File: config.mk
export PLATFORM = sky130hd
export DESIGN_NAME = sc_collatz_monitor
export DESIGN_NICKNAME = d
export VERILOG_FILES = /design/src/rtl/sc_collatz_monitor.sv
export SDC_FILE = /design/constraint.sdc
export NUM_CORES = 1
export LEC_CHECK = 0
export ABC_AREA = 1
export BUFFER_PORTS_ARGS = -buffer_cell sky130_fd_sc_hd__buf_2
export CORE_ASPECT_RATIO = 0.8
export CORE_MARGIN = 1
export CORE_UTILIZATION = 35
export CTS_BUF_LIST = sky130_fd_sc_hd__clkbuf_16
export DETAILED_ROUTE_END_ITERATION = 10
export GPL_TIMING_DRIVEN = 0
export PLACE_DENSITY = 0.5
export SKIP_CTS_REPAIR_TIMING = 1
export SYNTH_ARGS = -nofsm -noshare
export SYNTH_HDL_FRONTEND = slang
export SYNTH_SLANG_ARGS = --single-unit
File: constraint.sdc
create_clock -name SC_COLLATZMONITOR_CLOCK_50 -period 2 [get_ports SC_COLLATZMONITOR_CLOCK_50]
set_input_delay 0.3 -clock SC_COLLATZMONITOR_CLOCK_50 [delete_from_list [all_inputs] [get_ports SC_COLLATZMONITOR_CLOCK_50]]
set_output_delay 0.3 -clock SC_COLLATZMONITOR_CLOCK_50 [all_outputs]
set_load 0.03 [all_outputs]
File: src/rtl/sc_collatz_monitor.sv
// Collatz sequence monitor.
// Captures a seed on start, then checks every change on the datapath bus
// against the Collatz rule (x/2 for even x, 3x+1 for odd x). It counts the
// accepted steps, keeps the peak value, and flags completion, overflow or
// an illegal transition. One registered value is routed to the display bus.
module sc_collatz_monitor #(
  parameter int DATAWIDTH_BUS               = 8,
  parameter int DATAWIDTH_DISPLAY_SELECTION = 2
) (
  input  logic                                   SC_COLLATZMONITOR_CLOCK_50,
  input  logic                                   SC_COLLATZMONITOR_RESET_InHigh,
  input  logic [DATAWIDTH_BUS-1:0]               SC_COLLATZMONITOR_data_InBUS,
  input  logic                                   SC_COLLATZMONITOR_start_InHigh,
  input  logic [DATAWIDTH_DISPLAY_SELECTION-1:0] SC_COLLATZMONITOR_displayselection_InBUS,
  output logic [DATAWIDTH_BUS-1:0]               SC_COLLATZMONITOR_display_OutBUS,
  output logic                                   SC_COLLATZMONITOR_done_OutHigh,
  output logic                                   SC_COLLATZMONITOR_fault_OutHigh
);

  localparam int W  = DATAWIDTH_BUS;
  localparam int SW = DATAWIDTH_DISPLAY_SELECTION;

  // Small constants used in comparisons, sized to the bus.
  localparam logic [W-1:0]   ONE  = {{(W-1){1'b0}}, 1'b1};
  localparam logic [W-1:0]   ALL1 = {W{1'b1}};
  // Largest value the bus can carry, in the widened arithmetic width.
  localparam logic [W+1:0]   MAXV = {2'b00, {W{1'b1}}};
  localparam logic [W+1:0]   ONEX = {{(W+1){1'b0}}, 1'b1};

  typedef enum logic [1:0] {
    IDLE  = 2'd0,
    TRACK = 2'd1,
    DONE  = 2'd2,
    FAULT = 2'd3
  } state_t;

  state_t         r_state;
  logic [W-1:0]   r_prev;
  logic [W-1:0]   r_steps;
  logic [W-1:0]   r_peak;
  logic           r_ovf;
  logic           r_mis;
  logic           r_sat;
  logic           r_done;
  logic           r_fault;

  logic [W+1:0]   w_prev_ext;
  logic [W+1:0]   w_exp;
  logic [W+1:0]   w_data_ext;
  logic [W-1:0]   w_status;

  // Expected successor of the last accepted value, two bits wider so that
  // 3x+1 overflow of the bus width can be detected.
  always_comb begin
    w_prev_ext = {2'b00, r_prev};
    w_data_ext = {2'b00, SC_COLLATZMONITOR_data_InBUS};
    if (r_prev[0]) begin
      w_exp = (w_prev_ext << 1) + w_prev_ext + ONEX;
    end else begin
      w_exp = w_prev_ext >> 1;
    end
  end

  // Tracking FSM: seed capture, step checking, counters and sticky flags.
  always_ff @(posedge SC_COLLATZMONITOR_CLOCK_50) begin
    if (SC_COLLATZMONITOR_RESET_InHigh) begin
      r_state <= IDLE;
      r_prev  <= '0;
      r_steps <= '0;
      r_peak  <= '0;
      r_ovf   <= 1'b0;
      r_mis   <= 1'b0;
      r_sat   <= 1'b0;
      r_done  <= 1'b0;
      r_fault <= 1'b0;
    end else if (SC_COLLATZMONITOR_start_InHigh) begin
      // A start always wins over a bus change: the bus value is the seed.
      r_prev  <= SC_COLLATZMONITOR_data_InBUS;
      r_peak  <= SC_COLLATZMONITOR_data_InBUS;
      r_steps <= '0;
      r_ovf   <= 1'b0;
      r_sat   <= 1'b0;
      if (SC_COLLATZMONITOR_data_InBUS > ONE) begin
        r_state <= TRACK;
        r_mis   <= 1'b0;
        r_done  <= 1'b0;
        r_fault <= 1'b0;
      end else if (SC_COLLATZMONITOR_data_InBUS == ONE) begin
        r_state <= DONE;
        r_mis   <= 1'b0;
        r_done  <= 1'b1;
        r_fault <= 1'b0;
      end else begin
        // A zero seed can never reach 1.
        r_state <= FAULT;
        r_mis   <= 1'b1;
        r_done  <= 1'b0;
        r_fault <= 1'b1;
      end
    end else begin
      case (r_state)
        TRACK: begin
          // An unchanged bus is the datapath holding its value: not a step.
          if (SC_COLLATZMONITOR_data_InBUS != r_prev) begin
            if (w_exp > MAXV) begin
              r_state <= FAULT;
              r_ovf   <= 1'b1;
              r_fault <= 1'b1;
            end else if (w_data_ext != w_exp) begin
              r_state <= FAULT;
              r_mis   <= 1'b1;
              r_fault <= 1'b1;
            end else begin
              r_prev <= SC_COLLATZMONITOR_data_InBUS;
              if (SC_COLLATZMONITOR_data_InBUS > r_peak) begin
                r_peak <= SC_COLLATZMONITOR_data_InBUS;
              end
              // Step counter saturates; sat records that it got there.
              if (r_steps != ALL1) begin
                r_steps <= r_steps + ONE;
                if ((r_steps + ONE) == ALL1) begin
                  r_sat <= 1'b1;
                end
              end
              if (SC_COLLATZMONITOR_data_InBUS == ONE) begin
                r_state <= DONE;
                r_done  <= 1'b1;
              end
            end
          end
        end
        // IDLE, DONE and FAULT hold everything until start or reset.
        default: begin
        end
      endcase
    end
  end

  // Status word packed from the registered flags and state.
  always_comb begin
    w_status      = '0;
    w_status[7:0] = {r_done, r_fault, r_ovf, r_mis, r_sat, r_state, 1'b0};
  end

  // Display source mux: purely combinational over registered values.
  always_comb begin
    case (SC_COLLATZMONITOR_displayselection_InBUS)
      SW'(0):  SC_COLLATZMONITOR_display_OutBUS = r_prev;
      SW'(1):  SC_COLLATZMONITOR_display_OutBUS = r_steps;
      SW'(2):  SC_COLLATZMONITOR_display_OutBUS = r_peak;
      SW'(3):  SC_COLLATZMONITOR_display_OutBUS = w_status;
      default: SC_COLLATZMONITOR_display_OutBUS = '0;
    endcase
  end

  assign SC_COLLATZMONITOR_done_OutHigh  = r_done;
  assign SC_COLLATZMONITOR_fault_OutHigh = r_fault;

endmodule

==> run metrics <==
commonest non-fill, non-tap cell in the layout=nand2_1; number of global-route vias before repair=2,532; Max rail drop VDD=0.265 mV; hold_ws=0.242 ns; first-pass GRT wire length=12,900 um; yosys warns=0; Tcrit/Tclk final=121%; Critical Setup Path Class=flip-flop to flip-flop; Leak=1.62 nW; Post-Route WL=8020 um; I/O Buffers=22; Ant. Diodes=0; IO Pins=23; worst-path cell chain=fa_2 > nand2_1 > nand2_1 > xor2_1 > nand2_1 > nor2_2 > nand3_2 > nor2_4 > nand2_2 > nor2_4 > nand2_2 > nand2_4 > buf_12 > nand2_2 > nand2_2 > nor2_2; nets=516; number of instances in the placed design=573; CTS clk-pin slew, worst paths=0.05 ns; Initial Util=36.5%; setup TNS=-10.33 ns; core footprint=7500 sq um; drt pass-1 iters=5; Clock Latency Late Sink=0.27 ns; Worst path slowest cell=fa_2; HPWL Detailed=6370 um; FP Rows=28; vias post-DR=2,819; Seq/Total Area, Yosys=22.7%; max incr delay on CP=0.53 ns; status=finished with violations; Worst EP required=2.17 ns; MaxCap Viol Count=0; largest net degree at the start of global routing=11; flop2flop setup slack=-0.41 ns; initial antenna violation count=0; Synth cell types=34; ANT nets after route=0; CP endpoint kind=flip-flop; root buf cell=clkbuf_16; initial DRC count=129; Area Growth Syn to Fin=21.0%; Place WS=-0.634 ns; Overflow after GRT=0; Hold Path Class=primary input to flip-flop; share of cells above drive strength 1=18.7%; CTS tree=done; cell mode on critical path=nand2_2; DRC=0; failing checks=setup timing; P per Cell Area=588 nW/um^2; fin area=3310 sq um; Sink Count=31; critical path arrival=2.58 ns; wire length per cell=13.7 um; Slew @ Worst Pin=0.642 ns; Clock Tree Buf Depth=2; Final Hold Vio Count=0; min Tclk post-route=2.41 ns; All-Layer GR Usage=20.6%; setup violators final=30; Clock Skew=0.00494 ns; Yosys reg bits=31; Critical Path Source Type=flip-flop; syn_area_per_cell=6.14 sq um; Fillers=848; worst-path fanout max=8; post-synthesis cell area=2740 sq um; most frequent cells in the layout=nand2_1 (137), inv_1 (69), nor2_1 (39), nand3_1 (39), dfxtp_1 (24); Syn Inst Count=446; die boundary height=81.1 um; hold depth=2; unrepaired setup endpoints after global routing=true; gpl congestion=0.860; highest clock rate=0.415 GHz; CTS Buf Count=5; CTS HTree Levels=2; Die Wd=101 um; die area=8180 sq um; Setup WS post-layout=-0.412 ns; final std cells w/o fill=586; dpl cell area=2980 sq um; vias per std cell=4.81; post-synthesis net count=480; R2R cell count=16; worst rel slew slack=57.0%; fin. max-slew vios=0
==> power by group <==
part	switching [mW]	internal, mW
clock network	0.252	0.441
registers	0.0459	0.650
logic	0.358	0.201
total	0.656	1.29
==> worst paths after layout <==
check                                 start    endpoint
max                               r_prev[1]   r_peak[5]
min          SC_COLLATZMONITOR_RESET_InHigh  r_state[0]
max reg2reg                       r_prev[1]   r_peak[5]
min reg2reg                      r_state[0]  r_state[0]
==> flip-flops by register name, indices dropped and copies added, names as in the netlist <==
signal                           count
r_sat                                1
SC_COLLATZMONITOR_done_OutHigh       1
r_state                              2
r_ovf                                1
SC_COLLATZMONITOR_fault_OutHigh      1
r_steps                              8
r_peak                               8
r_prev                               8
r_mis                                1
==> worst max-delay path, delay by kind of cell (launching register included) <==
family / cells / cell delay, ns
xor+xnor: 1 / 0.14
fa+ha+maj: 1 / 0.53
buf+inv: 1 / 0.15
flops: 1 / 0.37
simple gates: 13 / 1.11
==> area by class of cell <==
type                    instances  area (sq um)  area share, %
repair buffers                 29           180           5.44
plain buffers                   5          46.3           1.40
flip-flops and latches         31           642           19.4
inverters                      70           263           7.93
clock buffers                   5           125           3.78
clock inverters                 1          3.75          0.113
well taps                     105           131           3.97
multi-input cells             340          1920           58.0
==> kinds of logic (layout without fill, tap and decap cells) <==
group           Yosys count  count (layout)  synth area share [%]
compound gates           31              31                  7.31
buf+inv                  75             110                  11.1
xor+xnor                 12              12                  3.84
simple gates            276             276                  45.2
fa+ha+maj                21              21                  9.87
flops                    31              31                  22.7
==> metal layers <==
layer | global-route usage (%) | share of wire, % | vias up
met5 | 0 | 0 | -
met4 | 2.90 | 0.76 | 0
met3 | 3.36 | 5.3 | 8
met2 | 29.0 | 38 | 58
met1 | 32.7 | 56 | 1257
li1 | - | - | 1496
==> cell usage after synthesis <==
library cell / count / area [sq um]
fa_1: 1 / 20.0
inv_2: 1 / 3.75
nor2_1: 43 / 161
ha_1: 20 / 250
inv_1: 68 / 255
buf_4: 1 / 7.51
buf_6: 1 / 11.3
xor2_1: 12 / 105
o21ai_2: 1 / 8.76
clkbuf_1: 2 / 7.51
dfxtp_1: 31 / 621
nand2_4: 2 / 22.5
nand2_1: 141 / 529
nor4_1: 1 / 6.26
nor2_4: 1 / 11.3
o21a_1: 1 / 7.51
nor3b_2: 1 / 12.5
nor3_1: 4 / 20.0
nand3_1: 41 / 205
clkinv_1: 1 / 3.75
o21ai_0: 2 / 10.0
o211ai_1: 2 / 15.0
a21oi_1: 16 / 80.1
o2111ai_1: 6 / 52.6
nand2_2: 5 / 31.3
and3_1: 2 / 12.5
nand3b_1: 2 / 15.0
a31oi_2: 1 / 12.5
nor2_2: 18 / 113
nand3_2: 1 / 10.0
o21ai_1: 1 / 5.00
nand4_1: 14 / 87.6
buf_8: 1 / 15.0
o41ai_1: 1 / 8.76
==> stage by stage <==
stage               utilization, %  total power [mW]
CTS                           41.5              1.91
global route                  44.2              2.06
global placement              39.8              1.21
detailed placement            39.8              1.21
floorplan                        -              1.07
finish                        44.2              1.95
(Power assumes the default switching activity.)
